[config.mk]
export PLATFORM = sky130hd
export DESIGN_NAME = ctrl_pipe_hazard
export DESIGN_NICKNAME = d
export VERILOG_FILES = /design/src/rtl/ctrl_pipe_hazard.sv
export SDC_FILE = /design/constraint.sdc
export NUM_CORES = 1
export LEC_CHECK = 0
export ABC_AREA = 1
export BUFFER_PORTS_ARGS = -buffer_cell sky130_fd_sc_hd__buf_2
export CAP_MARGIN = 20
export CORE_MARGIN = 8
export CORE_UTILIZATION = 26
export DETAILED_ROUTE_END_ITERATION = 7
export GPL_ROUTABILITY_DRIVEN = 0
export PLACE_DENSITY = 0.53
export SLEW_MARGIN = 0
export SYNTH_ARGS = -nofsm -noshare
export SYNTH_HDL_FRONTEND = slang
export SYNTH_SLANG_ARGS = --single-unit
[constraint.sdc]
create_clock -name clk -period 1.64 [get_ports clk]
set_input_delay 0.246 -clock clk [delete_from_list [all_inputs] [get_ports clk]]
set_output_delay 0.246 -clock clk [all_outputs]
set_load 0.03 [all_outputs]
[src/rtl/ctrl_pipe_hazard.sv]
//------------------------------------------------------------------------------
// Module   : ctrl_pipe_hazard
// Brief    : EX/MEM/WB control pipeline with branch resolution, load-use
//            hazard detection, stall/flush generation and EX forwarding selects.
// Revision : 1.0 - initial release
//------------------------------------------------------------------------------
`default_nettype none

module ctrl_pipe_hazard #(
    parameter int RA_W   = 5,
    parameter int ALUC_W = 3
) (
    input  logic              clk,
    input  logic              reset,
    input  logic              valid_d,
    input  logic              reg_write_d,
    input  logic              mem_write_d,
    input  logic [1:0]        result_src_d,
    input  logic              alu_src_d,
    input  logic [ALUC_W-1:0] alu_control_d,
    input  logic              branch_d,
    input  logic              branch_neg_d,
    input  logic              jump_d,
    input  logic              jalr_d,
    input  logic [RA_W-1:0]   rs1_d,
    input  logic [RA_W-1:0]   rs2_d,
    input  logic [RA_W-1:0]   rd_d,
    input  logic              zero_e,
    output logic              alu_src_e,
    output logic [ALUC_W-1:0] alu_control_e,
    output logic              mem_write_m,
    output logic [1:0]        result_src_w,
    output logic              reg_write_w,
    output logic [RA_W-1:0]   rd_e,
    output logic [RA_W-1:0]   rd_m,
    output logic [RA_W-1:0]   rd_w,
    output logic [1:0]        pcsrc_e,
    output logic              stall_f,
    output logic              stall_d,
    output logic              flush_d,
    output logic              flush_e,
    output logic [1:0]        forward_a_e,
    output logic [1:0]        forward_b_e
);

    localparam logic [1:0] c_RES_LOAD = 2'b01;
    localparam logic [1:0] c_FWD_NONE = 2'b00;
    localparam logic [1:0] c_FWD_WB   = 2'b01;
    localparam logic [1:0] c_FWD_MEM  = 2'b10;
    localparam logic [1:0] c_PC_PLUS4 = 2'b00;
    localparam logic [1:0] c_PC_IMM   = 2'b01;
    localparam logic [1:0] c_PC_ALU   = 2'b10;

    // EX stage
    logic              r_valid_e;
    logic              r_reg_write_e;
    logic              r_mem_write_e;
    logic [1:0]        r_result_src_e;
    logic              r_alu_src_e;
    logic [ALUC_W-1:0] r_alu_control_e;
    logic              r_branch_e;
    logic              r_branch_neg_e;
    logic              r_jump_e;
    logic              r_jalr_e;
    logic [RA_W-1:0]   r_rs1_e;
    logic [RA_W-1:0]   r_rs2_e;
    logic [RA_W-1:0]   r_rd_e;

    // MEM stage
    logic              r_reg_write_m;
    logic              r_mem_write_m;
    logic [1:0]        r_result_src_m;
    logic [RA_W-1:0]   r_rd_m;

    // WB stage
    logic              r_reg_write_w;
    logic [1:0]        r_result_src_w;
    logic [RA_W-1:0]   r_rd_w;

    logic              w_taken_e;
    logic              w_lw_stall;
    logic              w_flush_e;
    logic              w_load_e;
    logic [1:0]        w_pcsrc_e;
    logic [1:0]        w_fwd_a;
    logic [1:0]        w_fwd_b;

    assign w_taken_e  = r_valid_e & (r_jump_e | r_jalr_e |
                                     (r_branch_e & (zero_e ^ r_branch_neg_e)));
    assign w_lw_stall = r_valid_e & (r_result_src_e == c_RES_LOAD) &
                        (r_rd_e != '0) & valid_d &
                        ((rs1_d == r_rd_e) | (rs2_d == r_rd_e));
    assign w_flush_e  = w_lw_stall | w_taken_e;
    // A bubble enters EX either because D holds no instruction or because
    // the ID/EX register is being flushed; all E controls clear together.
    assign w_load_e   = valid_d & ~w_flush_e;

    always_comb begin
        w_pcsrc_e = c_PC_PLUS4;
        if (r_jalr_e) begin
            w_pcsrc_e = c_PC_ALU;
        end else if (w_taken_e) begin
            w_pcsrc_e = c_PC_IMM;
        end
    end

    // MEM result is younger than WB, so it takes priority.
    always_comb begin
        w_fwd_a = c_FWD_NONE;
        w_fwd_b = c_FWD_NONE;
        if (r_reg_write_m && (r_rd_m != '0) && (r_rd_m == r_rs1_e)) begin
            w_fwd_a = c_FWD_MEM;
        end else if (r_reg_write_w && (r_rd_w != '0) && (r_rd_w == r_rs1_e)) begin
            w_fwd_a = c_FWD_WB;
        end
        if (r_reg_write_m && (r_rd_m != '0) && (r_rd_m == r_rs2_e)) begin
            w_fwd_b = c_FWD_MEM;
        end else if (r_reg_write_w && (r_rd_w != '0) && (r_rd_w == r_rs2_e)) begin
            w_fwd_b = c_FWD_WB;
        end
    end

    always_ff @(posedge clk) begin
        if (reset || !w_load_e) begin
            r_valid_e       <= 1'b0;
            r_reg_write_e   <= 1'b0;
            r_mem_write_e   <= 1'b0;
            r_result_src_e  <= '0;
            r_alu_src_e     <= 1'b0;
            r_alu_control_e <= '0;
            r_branch_e      <= 1'b0;
            r_branch_neg_e  <= 1'b0;
            r_jump_e        <= 1'b0;
            r_jalr_e        <= 1'b0;
            r_rs1_e         <= '0;
            r_rs2_e         <= '0;
            r_rd_e          <= '0;
        end else begin
            r_valid_e       <= 1'b1;
            r_reg_write_e   <= reg_write_d;
            r_mem_write_e   <= mem_write_d;
            r_result_src_e  <= result_src_d;
            r_alu_src_e     <= alu_src_d;
            r_alu_control_e <= alu_control_d;
            r_branch_e      <= branch_d;
            r_branch_neg_e  <= branch_neg_d;
            r_jump_e        <= jump_d;
            r_jalr_e        <= jalr_d;
            r_rs1_e         <= rs1_d;
            r_rs2_e         <= rs2_d;
            r_rd_e          <= rd_d;
        end
    end

    always_ff @(posedge clk) begin
        if (reset) begin
            r_reg_write_m  <= 1'b0;
            r_mem_write_m  <= 1'b0;
            r_result_src_m <= '0;
            r_rd_m         <= '0;
            r_reg_write_w  <= 1'b0;
            r_result_src_w <= '0;
            r_rd_w         <= '0;
        end else begin
            r_reg_write_m  <= r_reg_write_e;
            r_mem_write_m  <= r_mem_write_e;
            r_result_src_m <= r_result_src_e;
            r_rd_m         <= r_rd_e;
            r_reg_write_w  <= r_reg_write_m;
            r_result_src_w <= r_result_src_m;
            r_rd_w         <= r_rd_m;
        end
    end

    assign alu_src_e     = r_alu_src_e;
    assign alu_control_e = r_alu_control_e;
    assign mem_write_m   = r_mem_write_m;
    assign result_src_w  = r_result_src_w;
    assign reg_write_w   = r_reg_write_w;
    assign rd_e          = r_rd_e;
    assign rd_m          = r_rd_m;
    assign rd_w          = r_rd_w;
    assign pcsrc_e       = w_pcsrc_e;
    // A redirect discards the dependent instruction, so it overrides the stall.
    assign stall_f       = w_lw_stall & ~w_taken_e;
    assign stall_d       = w_lw_stall & ~w_taken_e;
    assign flush_d       = w_taken_e;
    assign flush_e       = w_flush_e;
    assign forward_a_e   = w_fwd_a;
    assign forward_b_e   = w_fwd_b;

endmodule

`default_nettype wire

==> results.sh, run 1 <==
export IMPL_drcViolationCount=0
export IMPL_drt_wl_total_mm=4.247
export IMPL_yosysWarnings=0
export IMPL_min_period_over_period=1.053
export IMPL_drv_slew=0
export IMPL_initial_utilization=0.2694
export IMPL_grt_pass1_vias=1514
export IMPL_cp_required_ns=1.39
export IMPL_multi_input_area_um2=813.3
export IMPL_regArea_um2=940.9
export IMPL_cts_sinks=45
export IMPL_ant_nets=0
export IMPL_core_mm2=0.006794
export IMPL_maxSlewHeadroom=0.8071
export IMPL_die_x_um=99.91
export IMPL_min_period_ns=1.727
export IMPL_grt_max_degree=18
export IMPL_fmax_ghz=0.5790
export IMPL_synth_area_per_cell_um2=7.924
export IMPL_seqPwrFrac=0.542
export IMPL_insertion_delay_ns=0.30
export IMPL_ios=64
export IMPL_rsz0062_at_grt="true"
export IMPL_placed_cells=387
export IMPL_intPower_mw=1.544
export IMPL_cts_buffers=5
export IMPL_first_pass_iters=4
export IMPL_dpl_cell_area_mm2=0.002287
export IMPL_die_area_mm2=0.009981
export IMPL_cp_slowest_cell="dfxtp_2"
export IMPL_total_leakage_power_nw=1.333
export IMPL_routedWlPerCell_um=10.64
export IMPL_via_count=1460
export IMPL_critPathKind="reg2out"
export IMPL_tritoncts="built"
export IMPL_grt_overflow=0
export IMPL_vias_per_cell=3.659
export IMPL_root_buffer="clkbuf_8"
export IMPL_power_total_mw=2.138
export IMPL_drv_cap=0
export IMPL_fin_cells=399
export IMPL_synth_nets=262
export IMPL_synth_seq_cells=45
export IMPL_status="finished, violations left"
export IMPL_critical_path_max_fanout=2
export IMPL_swShare=0.2777
export IMPL_fin_setup_tns_ns=-0.2779
export IMPL_ys_types=17
export IMPL_grt_pass1_wl_mm=6.982
export IMPL_worst_slew_pin_slew_ns=0.2871
export IMPL_pwr_share_comb=0.134
export IMPL_design_area_mm2=0.002565
export IMPL_fp_row_count=30
export IMPL_hold_start="rd_d[3]"
export IMPL_fin_worst_hold_slack_ns=0.1411
export IMPL_regToRegStartpoint="rd_e[1]"
export IMPL_power_density_mw_per_mm2=833.6
export IMPL_die_height_um=99.91
export IMPL_syn_cell_area_mm2=0.001831
export IMPL_crit_path_max_incr_delay_ns=0.35
export IMPL_seq_area_frac_synth=0.4921
export IMPL_path_cells="xnor2_2 -> nand3_2 -> nor4_4 -> nor2_1 -> buf_4"
export IMPL_drive_above_1_share=0.4752
export IMPL_clkPwrFrac=0.324
export IMPL_diodes=0
export IMPL_ir_worst_vdd_uv=502.8
export IMPL_cp_end_kind="primary output"
export IMPL_failed_checks="setup timing"
export IMPL_dr_first_iter_drc_count=34
export IMPL_finalClockSkew_ns=0.006499
export IMPL_crit_path_start="r_rs1_e[0]"
export IMPL_clockBufferDepth=2
export IMPL_antenna_found_initial=0
export IMPL_grtUsageTotal=0.08902
export IMPL_hold_viol_final=0
export IMPL_area_growth_pct=40.12
export IMPL_startpoint_type="flop"
export IMPL_port_buffers=63
export IMPL_setup_violations=6
export IMPL_synthCells=231
export IMPL_clkTransAtPathRegs_ns=0.09
export IMPL_hpwl_mm=3.476
export IMPL_filler_cell_count=710
export IMPL_p_switching_mw=0.5937
export IMPL_htreeDepth=2
export IMPL_fin_nets=333
export IMPL_hp_class="in2reg"
export IMPL_setup_slack_ns=-0.08706
export IMPL_worstPathArrival_ns=1.48
[worst paths after layout]
check,endpoint,slack (ns),cells past startpoint
worst max register to register,r_rs1_e[0],0.11,11
worst min-delay path,rd_e[3],0.14,3
worst max-delay path,forward_a_e[0],-0.09,5
worst min register to register,result_src_w[0],0.40,2
[critical path: cells and delay by family, from the launching register on]
kind | cells | cell delay, ns
xor+xnor | 1 | 0.17
buf+inv | 1 | 0.18
flops | 1 | 0.35
simple gates | 3 | 0.48
[metrics by stage]
step | util | setup slack [ns]
final | 0.3775 | -0.08706
after global routing | 0.3775 | -0.1986
after CTS | 0.3657 | -0.09941
after detailed placement | 0.3366 | 0.1246
after global placement | 0.3366 | 0.1171
after floorplan | - | -0.04799
[cell usage in the layout, fill, tap and decap left out, types with 5 or more instances in the layout]
master,synthesis,routed
inv_2,0,7
buf_4,2,8
clkbuf_8,0,5
dfxtp_2,0,8
xnor2_1,12,8
nand2_2,1,6
xor2_1,10,10
nor2_1,41,35
buf_6,0,6
dfxtp_1,45,29
nor2_2,19,23
nand2_1,29,24
dfxtp_4,0,8
inv_1,50,42
buf_2,0,55
[timing repair]
action	4_1_cts	5_1_grt
gates resized for setup	34	24
hold buffers	0	0
pin swaps	13	16
setup buffers	4	0
setup endpoints to repair	7	16
[cells in the mapped netlist]
library cell	number	area, µm²
nand3_1	6	30.03
inv_1	50	187.7
nand2_2	1	6.260
nor4_1	2	12.51
xnor2_1	12	105.1
nor3_1	4	20.02
nor2_1	41	153.9
nor2_2	19	118.9
nand4_1	3	18.77
nand3_4	1	17.52
buf_4	2	15.01
dfxtp_1	45	900.9
clkbuf_1	2	7.510
o21ai_0	2	10.01
nand2_1	29	108.9
buf_8	2	30.03
xor2_1	10	87.58
[per-layer routing]
metal	up-vias	GRT usage	share of wire
met2	41	0.1421	0.45
met3	4	0.05467	0.11
met5	-	0	0
met1	608	0.09755	0.43
met4	0	0.02095	0.0066
li1	807	-	-
[final cells by class]
class / count / share of cell area
Timing Repair Buffer: 70 / 0.1600
Tap cell: 96 / 0.04683
Clock inverter: 3 / 0.008293
Multi-Input combinational cell: 130 / 0.3171
Inverter: 50 / 0.07415
Sequential cell: 45 / 0.3668
Clock buffer: 5 / 0.02683
[logic make-up (layout without fill, tap and decap cells)]
kind of cell	after synthesis	after routing	share of synthesized area
and+or+nand+nor	106	106	0.2659
buffers and inverters	56	128	0.1312
xor gates and xnor gates	22	22	0.1053
AOI/OAI and AO/OA	2	2	0.005468
DFF	45	45	0.4921
[flip-flops by register name, indices dropped and copies added, names as in the netlist, 2 cells and up]
name            cells
result_src_w        2
r_rs2_e             5
rd_m                5
alu_control_e       3
r_rs1_e             5
r_result_src_m      2
r_result_src_e      2
rd_e                5
rd_w                5
[power groups by stage]
stage | Combinational, mW | Clock (mW) | Sequential [mW]
2_1_floorplan | 0.151 | 0 | 1.22
3_3_place_gp | 0.265 | 0 | 1.19
3_5_place_dp | 0.266 | 0 | 1.19
4_1_cts | 0.277 | 0.723 | 1.16
5_1_grt | 0.319 | 0.775 | 1.16
6_report | 0.287 | 0.693 | 1.16
No activity file was read; power rests on OpenSTA's default activity.
==> run 2, diff against run 1 <==
--- a/config.mk
+++ b/config.mk
@@ -5,14 +5,14 @@
 export SDC_FILE = /design/constraint.sdc
 export NUM_CORES = 1
 export LEC_CHECK = 0
-export ABC_AREA = 1
 export BUFFER_PORTS_ARGS = -buffer_cell sky130_fd_sc_hd__buf_2
 export CAP_MARGIN = 20
 export CORE_MARGIN = 8
 export CORE_UTILIZATION = 26
+export CTS_BUF_LIST = sky130_fd_sc_hd__clkbuf_16
 export DETAILED_ROUTE_END_ITERATION = 7
 export GPL_ROUTABILITY_DRIVEN = 0
-export PLACE_DENSITY = 0.53
+export PLACE_DENSITY = 0.47
 export SLEW_MARGIN = 0
 export SYNTH_ARGS = -nofsm -noshare
 export SYNTH_HDL_FRONTEND = slang
==> results.sh, run 2 <==
export IMPL_yosysWarnings=0
export IMPL_fmax_ghz=0.4961
export IMPL_first_pass_iters=4
export IMPL_hp_class="in2reg"
export IMPL_grt_pass1_wl_mm=7.803
export IMPL_vias_per_cell=4.075
export IMPL_synth_seq_cells=45
export IMPL_clockBufferDepth=2
export IMPL_drv_slew=0
export IMPL_routedWlPerCell_um=13.22
export IMPL_cp_required_ns=1.39
export IMPL_final_common_cell="buf_2"
export IMPL_hold_viol_final=0
export IMPL_synth_commonest_cells="45 x dfxtp_1, 28 x inv_1, 27 x a211oi_1, 18 x nor2b_1, 16 x xnor2_1"
export IMPL_hpwl_mm=3.880
export IMPL_ir_worst_vdd_uv=352.9
export IMPL_grt_overflow=0
export IMPL_seqPwrFrac=0.468
export IMPL_via_count=1512
export IMPL_cpMostUsedCell="nor4_4"
export IMPL_grt_pass1_vias=1586
export IMPL_rsz0062_at_grt="true"
export IMPL_synth_ff_type="dfxtp_1"
export IMPL_clkPwrFrac=0.399
export IMPL_htreeDepth=2
export IMPL_insertion_delay_ns=0.28
export IMPL_drive_above_1_share=0.5018
export IMPL_synthCells=188
export IMPL_place_ws_ns=-0.1371
export IMPL_diodes=0
export IMPL_yosysMostFrequentCell="dfxtp_1"
export IMPL_seq_area_frac_synth=0.4911
export IMPL_r2r_slack_ns=0.10
export IMPL_synth_top_area_frac=0.4911
export IMPL_setup_violations=7
export IMPL_status="finished, violations left"
export IMPL_drt_wl_total_mm=4.903
export IMPL_area_growth_pct=53.21
export IMPL_ys_types=24
export IMPL_antenna_found_initial=1
export IMPL_die_area_mm2=0.009999
export IMPL_fin_cells=371
export IMPL_fp_row_count=30
export IMPL_grtUsageTotal=0.09965
export IMPL_crit_path_max_incr_delay_ns=0.54
export IMPL_worst_slew_pin_slew_ns=0.3178
export IMPL_path_cells="or4_4 -> o21ai_4 -> nor4_4 -> nor4_4 -> buf_6"
export IMPL_synth_largest_area_cell="dfxtp_1"
export IMPL_drcViolationCount=0
export IMPL_clkTransAtPathRegs_ns=0.06
export IMPL_synth_area_per_cell_um2=9.757
export IMPL_root_buffer="clkbuf_16"
export IMPL_setup_slack_ns=-0.3759
export IMPL_tritoncts="built"
export IMPL_pwr_share_comb=0.133
export IMPL_p_switching_mw=0.6223
export IMPL_min_period_over_period=1.229
export IMPL_regArea_um2=947.2
export IMPL_min_period_ns=2.016
export IMPL_worstPathArrival_ns=1.77
export IMPL_power_density_mw_per_mm2=875.7
export IMPL_maxSlewHeadroom=0.7865
export IMPL_cp_slowest_cell="or4_4"
export IMPL_multi_input_area_um2=919.6
export IMPL_failed_checks="setup timing"
export IMPL_dr_first_iter_drc_count=55
export IMPL_critical_path_max_fanout=2
export IMPL_filler_cell_count=699
export IMPL_syn_cell_area_mm2=0.001834
export IMPL_synth_edf_count=0
export IMPL_ant_nets=0
export IMPL_placed_cells=356
export IMPL_cts_sinks=45
export IMPL_total_leakage_power_nw=1.343
export IMPL_synthArstFlopShare=0
export IMPL_grt_max_degree=23
export IMPL_synthTopCellsByArea="dfxtp_1 49%, a211oi_1 11%, xnor2_1 7.6%"
export IMPL_die_x_um=100.0
export IMPL_drv_cap=0
export IMPL_most_common_layout_cells="55 x buf_2, 28 x inv_1, 28 x dfxtp_1, 28 x buf_4, 27 x a211oi_1"
export IMPL_critPathKind="reg2out"
export IMPL_cp_end_kind="primary output"
export IMPL_ios=64
export IMPL_startpoint_type="flop"
export IMPL_initial_utilization=0.2700
export IMPL_fin_nets=305
export IMPL_core_mm2=0.006794
export IMPL_finalClockSkew_ns=0.003251
export IMPL_intPower_mw=1.839
export IMPL_synth_nets=219
export IMPL_port_buffers=63
export IMPL_die_height_um=100.0
export IMPL_cts_buffers=5
export IMPL_swShare=0.2529
## run 2: cell count changes after synthesis, moves of 3 or more
cell / before / now
or4_1: 0 / 4
a211oi_1: 0 / 27
nor2_1: 41 / 2
nor2_2: 19 / 0
buf_2: 0 / 3
nand2_1: 29 / 2
xor2_1: 10 / 15
clkbuf_1: 2 / 6
nand4_1: 3 / 0
nor2b_1: 0 / 18
xnor2_1: 12 / 16
inv_1: 50 / 28
## run 2: cell families after synthesis
logic type | synth area share
AOI/OAI and AO/OA | 0.1426
and+or+nand+nor | 0.1323
xor gates and xnor gates | 0.1480
buffers and inverters | 0.08594
DFF | 0.4911
## run 2: path summary, 6_finish.rpt
check / startpoint / endpoint / depth (start not counted)
max: rd_m[1] / forward_a_e[0] / 5
min: rd_d[0] / rd_e[0] / 3
max reg2reg: rd_e[1] / r_rs2_e[3] / 6
min reg2reg: r_result_src_m[1] / result_src_w[1] / 1
## run 2: metrics by stage
step | cell area (µm²) | power, mW | utilization | setup TNS, ns | hold WS, ns
3_5_place_dp | 2506 | 1.478 | 0.3689 | -0.3490 | 0.4264
2_1_floorplan | 1968 | 1.357 | - | -0.4749 | 0.3079
6_report | 2810 | 2.461 | 0.4136 | -1.379 | 0.1661
5_1_grt | 2810 | 2.573 | 0.4136 | -1.805 | 0.1660
3_3_place_gp | 2506 | 1.478 | 0.3689 | -0.3181 | 0.4254
4_1_cts | 2731 | 2.486 | 0.4020 | -1.745 | 0.1607
## run 2: per-layer routing
layer	vias up	part of all wire	track usage
met1	669	0.45	0.1128
met3	6	0.070	0.04152
li1	795	-	-
met4	2	0.017	0.04884
met5	-	0.0027	0
met2	40	0.46	0.1580
## run 2: area by class of cell
type                    count  share of cell area
well taps                  96             0.04274
clock inverters             3            0.007124
flip-flops and latches     45              0.3370
inverters                  28             0.03740
multi-input cells         104              0.3272
repair buffers             90              0.2039
clock buffers               5             0.04452
## run 2: critical path, delay by kind of cell, from the launching register on
family	cells	cell delay [ns]
AO/OA/AOI/OAI	1	0.21
buffers and inverters	1	0.16
flip-flops	1	0.34
AND/OR/NAND/NOR	3	0.77
## run 2: power by group through the flow
stage | clock network (mW) | registers (mW) | logic, mW
floorplan | 0 | 1.21 | 0.151
global placement | 0 | 1.18 | 0.302
detailed placement | 0 | 1.18 | 0.302
CTS | 1.02 | 1.15 | 0.317
global route | 1.06 | 1.16 | 0.355
finish | 0.983 | 1.15 | 0.327
## run 2: timing repair
item	in CTS	in global routing
setup buffers	3	4
hold buffers	0	0
resized for setup	16	10
pin swaps	11	11
setup endpoints to repair	7	8
